$ cat src/rtl/cru_bank_ctrl_if.sv
// rtl/cru_bank_ctrl_if.sv - TI CRU bus and host write port bundle for the CRU bit bank
// The slave side is the bank controller; the master side drives TI pins and the host request.
interface cru_bank_ctrl_if #(
    parameter int NBITS = 8,
    parameter int IDXW  = 4
);
    logic [0:3]       cru_base;
    logic             ti_cru_clk;
    logic             ti_memen;
    logic [0:14]      addr;
    logic             ti_cru_out;
    logic             ti_cru_in;
    logic             host_req;
    logic [NBITS-1:0] host_data;
    logic [NBITS-1:0] host_mask;
    logic             host_ack;
    logic [NBITS-1:0] bits;
    logic             ti_wr_strobe;
    logic [IDXW-1:0]  ti_wr_index;

    modport slave (
        input  cru_base, ti_cru_clk, ti_memen, addr, ti_cru_out,
        input  host_req, host_data, host_mask,
        output ti_cru_in, host_ack, bits, ti_wr_strobe, ti_wr_index
    );

    modport master (
        output cru_base, ti_cru_clk, ti_memen, addr, ti_cru_out,
        output host_req, host_data, host_mask,
        input  ti_cru_in, host_ack, bits, ti_wr_strobe, ti_wr_index
    );
endinterface

$ cat src/rtl/cru_bank_ctrl.sv
// rtl/cru_bank_ctrl.sv - CRU bit bank with TI single-bit writes and arbitrated host masked writes
// TI writes are synchronized, decoded on the CRUCLK edge, then committed from a one-deep pending slot.
module cru_bank_ctrl #(
    parameter int NBITS = 8,
    parameter int IDXW  = 4
) (
    input  logic           clk,
    input  logic           reset,
    cru_bank_ctrl_if.slave bus
);
    localparam logic [1:0] S_IDLE     = 2'd0;
    localparam logic [1:0] S_HOST_WR  = 2'd1;
    localparam logic [1:0] S_ACK_WAIT = 2'd2;

    localparam logic [6:0]       NBITS_W = 7'(NBITS);
    localparam logic [NBITS-1:0] ONE     = {{(NBITS-1){1'b0}}, 1'b1};

    logic             r_s1, r_s2, r_s3;
    logic             r_ti_pend;
    logic             r_pend_dat;
    logic [IDXW-1:0]  r_pend_idx;
    logic [1:0]       r_state;
    logic             r_host_ack;
    logic [NBITS-1:0] r_bits;
    logic [IDXW-1:0]  r_wr_index;

    logic             w_ti_edge;
    logic [6:0]       w_idx;
    logic             w_hit;
    logic             w_commit;
    logic [NBITS-1:0] w_pend_onehot;
    logic [NBITS-1:0] w_rd_onehot;
    logic [NBITS-1:0] w_host_bits;
    logic [1:0]       w_state_nxt;

    assign w_ti_edge = r_s2 & ~r_s3;
    assign w_idx     = bus.addr[8:14];
    assign w_hit     = w_ti_edge & bus.ti_memen & (bus.addr[0:3] == 4'b0001)
                     & (bus.addr[4:7] == bus.cru_base) & (w_idx < NBITS_W);

    // HOST_WR owns the bank for its single cycle; a pending TI bit waits one cycle at most.
    assign w_commit = r_ti_pend & (r_state != S_HOST_WR);

    assign w_pend_onehot = ONE << r_pend_idx;
    assign w_host_bits   = (r_bits & ~bus.host_mask) | (bus.host_data & bus.host_mask);

    // Indices at or above NBITS shift the one-hot out entirely, so they read as 0.
    assign w_rd_onehot = ONE << w_idx;

    always_comb begin
        w_state_nxt = r_state;
        case (r_state)
            S_IDLE:     if (bus.host_req && !r_ti_pend && !w_hit) w_state_nxt = S_HOST_WR;
            S_HOST_WR:  w_state_nxt = S_ACK_WAIT;
            S_ACK_WAIT: if (!bus.host_req) w_state_nxt = S_IDLE;
            default:    w_state_nxt = S_IDLE;
        endcase
    end

    always_ff @(posedge clk or posedge reset) begin
        if (reset) begin
            r_s1       <= 1'b0;
            r_s2       <= 1'b0;
            r_s3       <= 1'b0;
            r_ti_pend  <= 1'b0;
            r_pend_dat <= 1'b0;
            r_pend_idx <= '0;
            r_state    <= S_IDLE;
            r_host_ack <= 1'b0;
            r_bits     <= '0;
            r_wr_index <= '0;
        end else begin
            r_s1    <= bus.ti_cru_clk;
            r_s2    <= r_s1;
            r_s3    <= r_s2;
            r_state <= w_state_nxt;

            // A new hit may coincide with the commit of the previous one; capture wins.
            if (w_hit) begin
                r_ti_pend  <= 1'b1;
                r_pend_idx <= w_idx[IDXW-1:0];
                r_pend_dat <= bus.ti_cru_out;
            end else if (w_commit) begin
                r_ti_pend <= 1'b0;
            end

            if (r_state == S_HOST_WR) begin
                r_bits     <= w_host_bits;
                r_host_ack <= 1'b1;
            end else if (w_commit) begin
                r_bits <= r_pend_dat ? (r_bits | w_pend_onehot) : (r_bits & ~w_pend_onehot);
            end

            if (w_commit) r_wr_index <= r_pend_idx;

            if (r_state == S_ACK_WAIT && !bus.host_req) r_host_ack <= 1'b0;
        end
    end

    assign bus.ti_cru_in    = |(r_bits & w_rd_onehot);
    assign bus.host_ack     = r_host_ack;
    assign bus.bits         = r_bits;
    assign bus.ti_wr_strobe = w_commit;
    assign bus.ti_wr_index  = r_wr_index;
endmodule

$ cat src/flat_wrapper.sv
// flat-port wrapper written by rule: the top's interface ports become plain ports
module cru_bank_ctrl_flat 
#(
    parameter int NBITS = 8,
    parameter int IDXW  = 4
)
  (clk, reset, bus_cru_base, bus_ti_cru_clk, bus_ti_memen, bus_addr, bus_ti_cru_out, bus_host_req, bus_host_data, bus_host_mask, bus_ti_cru_in, bus_host_ack, bus_bits, bus_ti_wr_strobe, bus_ti_wr_index);
  cru_bank_ctrl_if #(.NBITS(NBITS), .IDXW(IDXW)) bus_i ();
  input  logic clk;
  input  logic reset;
  input wire logic [$bits(bus_i.cru_base)-1:0] bus_cru_base;
  input wire logic [$bits(bus_i.ti_cru_clk)-1:0] bus_ti_cru_clk;
  input wire logic [$bits(bus_i.ti_memen)-1:0] bus_ti_memen;
  input wire logic [$bits(bus_i.addr)-1:0] bus_addr;
  input wire logic [$bits(bus_i.ti_cru_out)-1:0] bus_ti_cru_out;
  input wire logic [$bits(bus_i.host_req)-1:0] bus_host_req;
  input wire logic [$bits(bus_i.host_data)-1:0] bus_host_data;
  input wire logic [$bits(bus_i.host_mask)-1:0] bus_host_mask;
  output wire logic [$bits(bus_i.ti_cru_in)-1:0] bus_ti_cru_in;
  output wire logic [$bits(bus_i.host_ack)-1:0] bus_host_ack;
  output wire logic [$bits(bus_i.bits)-1:0] bus_bits;
  output wire logic [$bits(bus_i.ti_wr_strobe)-1:0] bus_ti_wr_strobe;
  output wire logic [$bits(bus_i.ti_wr_index)-1:0] bus_ti_wr_index;
  assign bus_i.cru_base = bus_cru_base;
  assign bus_i.ti_cru_clk = bus_ti_cru_clk;
  assign bus_i.ti_memen = bus_ti_memen;
  assign bus_i.addr = bus_addr;
  assign bus_i.ti_cru_out = bus_ti_cru_out;
  assign bus_i.host_req = bus_host_req;
  assign bus_i.host_data = bus_host_data;
  assign bus_i.host_mask = bus_host_mask;
  assign bus_ti_cru_in = bus_i.ti_cru_in;
  assign bus_host_ack = bus_i.host_ack;
  assign bus_bits = bus_i.bits;
  assign bus_ti_wr_strobe = bus_i.ti_wr_strobe;
  assign bus_ti_wr_index = bus_i.ti_wr_index;
  cru_bank_ctrl #(.NBITS(NBITS), .IDXW(IDXW)) u_core (.clk(clk), .reset(reset), .bus(bus_i));
endmodule
$ cat config.mk
export PLATFORM = sky130hd
export DESIGN_NAME = cru_bank_ctrl_flat
export DESIGN_NICKNAME = d
export VERILOG_FILES = /design/src/rtl/cru_bank_ctrl_if.sv /design/src/rtl/cru_bank_ctrl.sv /design/src/flat_wrapper.sv
export SDC_FILE = /design/constraint.sdc
export NUM_CORES = 1
export LEC_CHECK = 0
export BUFFER_PORTS_ARGS = -buffer_cell sky130_fd_sc_hd__buf_2
export CAP_MARGIN = 25
export CORE_ASPECT_RATIO = 0.9
export CORE_MARGIN = 2
export CORE_UTILIZATION = 40
export CTS_CLUSTER_DIAMETER = 80
export DETAILED_ROUTE_END_ITERATION = 10
export PLACE_DENSITY_LB_ADDON = 0.05
export REMOVE_ABC_BUFFERS = 1
export SLEW_MARGIN = 20
export SYNTH_ARGS = -nofsm -noshare
export SYNTH_HDL_FRONTEND = slang
export SYNTH_SLANG_ARGS = --single-unit
$ cat constraint.sdc
create_clock -name clk -period 2.1 [get_ports clk]
set_input_delay 0.315 -clock clk [delete_from_list [all_inputs] [get_ports clk]]
set_output_delay 0.315 -clock clk [all_outputs]
set_load 0.05 [all_outputs]
* Word level (Yosys, flattened, before mapping)
Cells that the tools add are included.
** Storage, ports and cells
- Word-level logic and storage cells :: 57
- Register bits :: 24
- Output and inout port bits :: 15
- Bits of input ports :: 41
** Operators by class
- Bitwise logic cells :: 15
- Magnitude comparators :: 1
- Muxes and demuxes :: 10
- Shifts and indexed selects :: 2
- Reductions and logical operators :: 12
- Eq/ne operators :: 7
** Operators by type and width (number)
- $and 8x8->8 :: 4
- $mux 8 :: 3
- $not 8->8 :: 2
- $or 8x8->8 :: 2
- $reduce_or 8->1 :: 1
- $shl 1x4->8 const A :: 1
- $shl 1x7->8 const A :: 1
- $lt 7x4->1 const B :: 1
- $and 1x1->1 :: 6
- $pmux 2 s3 :: 1
- $reduce_bool 2->1 :: 3
- $eq 4x1->1 const B :: 1
- $eq 4x4->1 :: 1
- $mux 1 :: 4
- $mux 2 :: 2
- $ne 2x1->1 const B :: 2
- $logic_and 1x1->1 :: 3
- $logic_not 1->1 :: 3
- $eq 2x1->1 const B :: 1
- $eq 2x2->1 const B :: 1
- $logic_not 2->1 :: 1
- $ne 2x2->1 const B :: 1
- $reduce_and 2->1 :: 1
- $not 1->1 :: 1

* Longest topological paths before layout
- Depth after elaboration :: 10
- Gate-level depth with buffers :: 6
- Mapped depth without buffers :: 4

* Worst setup path before layout
OpenSTA, ideal clock, no wires.
- Path type :: register -> output
- From :: reg with a tool-made name
- To :: out bus_ti_cru_in
- Buffers on the path :: 0
- Data arrival time :: 1653 ps
- Required time :: 1785 ps
- Stages on the path, launching flop included :: 4
- Path slack :: 132 ps
- Cell sequence :: dfrtp_1 > mux4_2 > mux2i_1 > nor2_1
** RTL lines
- to (decl) :: line flat_wrapper.sv:19 : output wire logic [$bits(bus_i.ti_cru_in)-1:0] bus_ti_cru_in;

==> results by group <==
Clock tree
  – TritonCTS clock tree: built
  – Post_cts resized: 0
  – Clock tree buffer depth: 2
  – H-tree levels: 1
  – Post-CTS setup buffers: 0
  – Worst-path clk slew: 0.13 ns
  – Clock latency on the worst-skew pair: 0.31 ns
  – CTS buffer count: 3
  – Sink Count: 24
  – Root Buffer: clkbuf_4
  – Hold-fix buffers at CTS: 1

Detailed routing
  – Final wirelength: 3.128 mm
  – Per-cell routed wire length: 14.55 um
  – Routed Antenna Nets: 0
  – Vias: 1,165
  – 1st-iter DRT viols: 36
  – Vias/cell: 5.419
  – DR DRC count: 0
  – DRT Pass-1 Iters: 4

STA
  – Fin. Hold Viols: 0
  – Setup slack after layout: 0.1575 ns
  – Worst Tran Pin Value: 0.4509 ns
  – RSZ-0062 raised after global routing: false
  – Min Hold Slack: 0.1134 ns
  – Slew HR: 0.6972
  – Slew Limit Fails: 0
  – Sum Neg Setup Slack: 0 ns
  – Fmax: 0.5148 GHz
  – Clock skew: 0.01224 ns
  – Final setup fails: 0
  – Period Utilization, post-route: 0.9250
  – Crit path time final: 1.943 ns

Global routing
  – Initial antenna violation count: 0
  – Number of global-route vias before repair: 1,213
  – Global Route Usage Sum: 0.1878
  – GR Overflow Total: 0
  – First-pass GRT wire length: 5.382 mm
  – Maximum number of pins on one net before global-route repair: 24
  – GRT busiest layer: met2
  – GR met2 Demand/Resource: 0.3131
  – Global Route met1 Usage: 0.2497
  – GRT met3 Usage: 0.03550

Worst setup path
  – Crit-path cells: mux4_2, mux2i_1, nor2_1, buf_2
  – CP delay by family, top: multiplexers
  – Worst R2R Start: u_core.r_s3
  – CP max FO: 3
  – Crit path max-delay cell type: mux4_2
  – Worst Setup End Kind: primary output
  – CP peak stage delay: 0.49 ns
  – Worst setup SP type: flip-flop
  – Worst Path Required: 1.78 ns
  – WP buf/inv: 1
  – Crit path kind: flip-flop to primary output
  – Crit path DAT: 1.63 ns

Yosys
  – Ys async rst share: 1.000
  – Top_reg_cell synth: dfrtp_1
  – Number of synthesized flops with an enable pin: 0
  – Synthesized area per cell: 10.99 um2
  – Post-synthesis cell area: 1252 um2
  – Cell with the most instances after synthesis: dfrtp_1
  – Yosys reg bits: 24
  – Share of the synthesized area in the top cell type: 0.4795
  – Post-synth top cells: 24 x dfrtp_1, 14 x nand3_1, 11 x nand2_1
  – Yosys cell types: 32
  – Yosys top cell by area: dfrtp_1
  – Synth top area cells: dfrtp_1 48%, mux2_2 7.2%, nand3_1 5.6%
  – Mapped Cells: 114
  – Yosys warnings: 0
  – Register area share after synthesis: 0.4795

Floorplan
  – Die Area: 3596 um2
  – Row count: 19
  – Core Region: 3019 um2
  – Io pins: 56
  – Die Height: 57.09 um
  – Starting Density: 0.4148
  – Chip Width: 62.99 um

Power and ir drop
  – Final Power: 1582 uW
  – Sw Share: 0.4486
  – Cell area power density: 972.1 nW/um2
  – Switching power: 709.8 uW
  – Leak pwr: 0.0007738 uW
  – Comb pwr share: 0.471
  – Clock power frac: 0.123
  – Reg power frac: 0.406
  – Max IR drop VDD: 0.4072 mV
  – Internal: 872.6 uW

Cells and area
  – Syn-to-layout area delta: 29.97%
  – Ant diodes: 0
  – Nets: 216
  – Layout cell share with drive strength beyond 1: 0.4393
  – Final instance count without filler cells: 215

Run
  – Max cap viols: 0

Run status
  – Outcome: finished clean

Min path
  – Hold Startpoint: bus_ti_cru_clk
  – Worst min-delay path category: input pin to flip-flop

Placed design
  – Detailed Place HPWL: 2.367 mm
  – IO buf count: 55
  – Pre-CTS WS: 0.09437 ns
  – Placed instance count: 211
  – GP Congestion: 0.7645
==> power groups by stage <==
stage                     sequential, uW  combinational, uW  clock (uW)
after floorplan                      931                259           0
after global placement               649                740           0
after detailed placement             655                748           0
after CTS                            643                751         212
after global routing                 661                806         231
final                                643                746         194
==> metrics by stage <==
stage / area [um2] / utilization
5_1_grt: 1628 / 0.5392
3_5_place_dp: 1595 / 0.5284
3_3_place_gp: 1595 / 0.5284
6_report: 1628 / 0.5392
2_1_floorplan: 1237 / -
4_1_cts: 1628 / 0.5392
==> worst register-to-register path, delay by kind of cell (launching register included) <==
kind             cells  cell delay [ns]
DFF                  1             0.37
muxes                1             0.39
and+or+nand+nor      3             1.01
==> layer usage <==
metal,share of wire,wire length (um)
met4,0.0096,30
met2,0.48,1487
met5,0,0
met3,0.064,199
met1,0.45,1411
==> path summary, 6_finish.rpt <==
| kind | endpoint | slack [ns] | depth (start not counted) |
|---|---|---|---|
| worst max register to register | u_core.r_pend_idx[0] | 0.24 | 4 |
| max in group asynchronous | u_core.bus.ti_wr_index[0] | 1.26 | 4 |
| min in group asynchronous | u_core.r_s3 | 0.38 | 3 |
| worst max-delay path | bus_ti_cru_in | 0.16 | 4 |
| worst min-delay path | u_core.r_s1 | 0.11 | 1 |
| worst min register to register | u_core.r_s2 | 0.36 | 0 |
==> placed cells by master (no fill, tap or decap), types with 4 or more instances in the layout <==
| cell type | synthesis | final |
|---|---|---|
| inv_1 | 4 | 4 |
| dfrtp_1 | 24 | 24 |
| nand3_1 | 14 | 14 |
| buf_2 | 0 | 55 |
| mux2_2 | 8 | 8 |
| o211ai_1 | 9 | 9 |
| nand2_1 | 11 | 11 |
| buf_4 | 0 | 4 |
==> kinds of logic (layout without fill, tap and decap cells) <==
kind of cell	Yosys count	in the layout	synth area share
mux	11	11	0.1159
xor+xnor	4	4	0.02798
compound gates	23	23	0.1389
simple gates	44	44	0.2138
flops	24	24	0.4795
buf+inv	8	67	0.02397
==> area by class of cell <==
| class | instances | area (um2) |
|---|---|---|
| clock buffer | 3 | 22.52 |
| fill | 301 | 1391 |
| inverter | 4 | 15.01 |
| multi-input combinational | 82 | 621.8 |
| sequential | 24 | 600.6 |
| tap | 42 | 52.55 |
| timing repair buffer | 60 | 315.3 |
(Power assumes the default switching activity.)
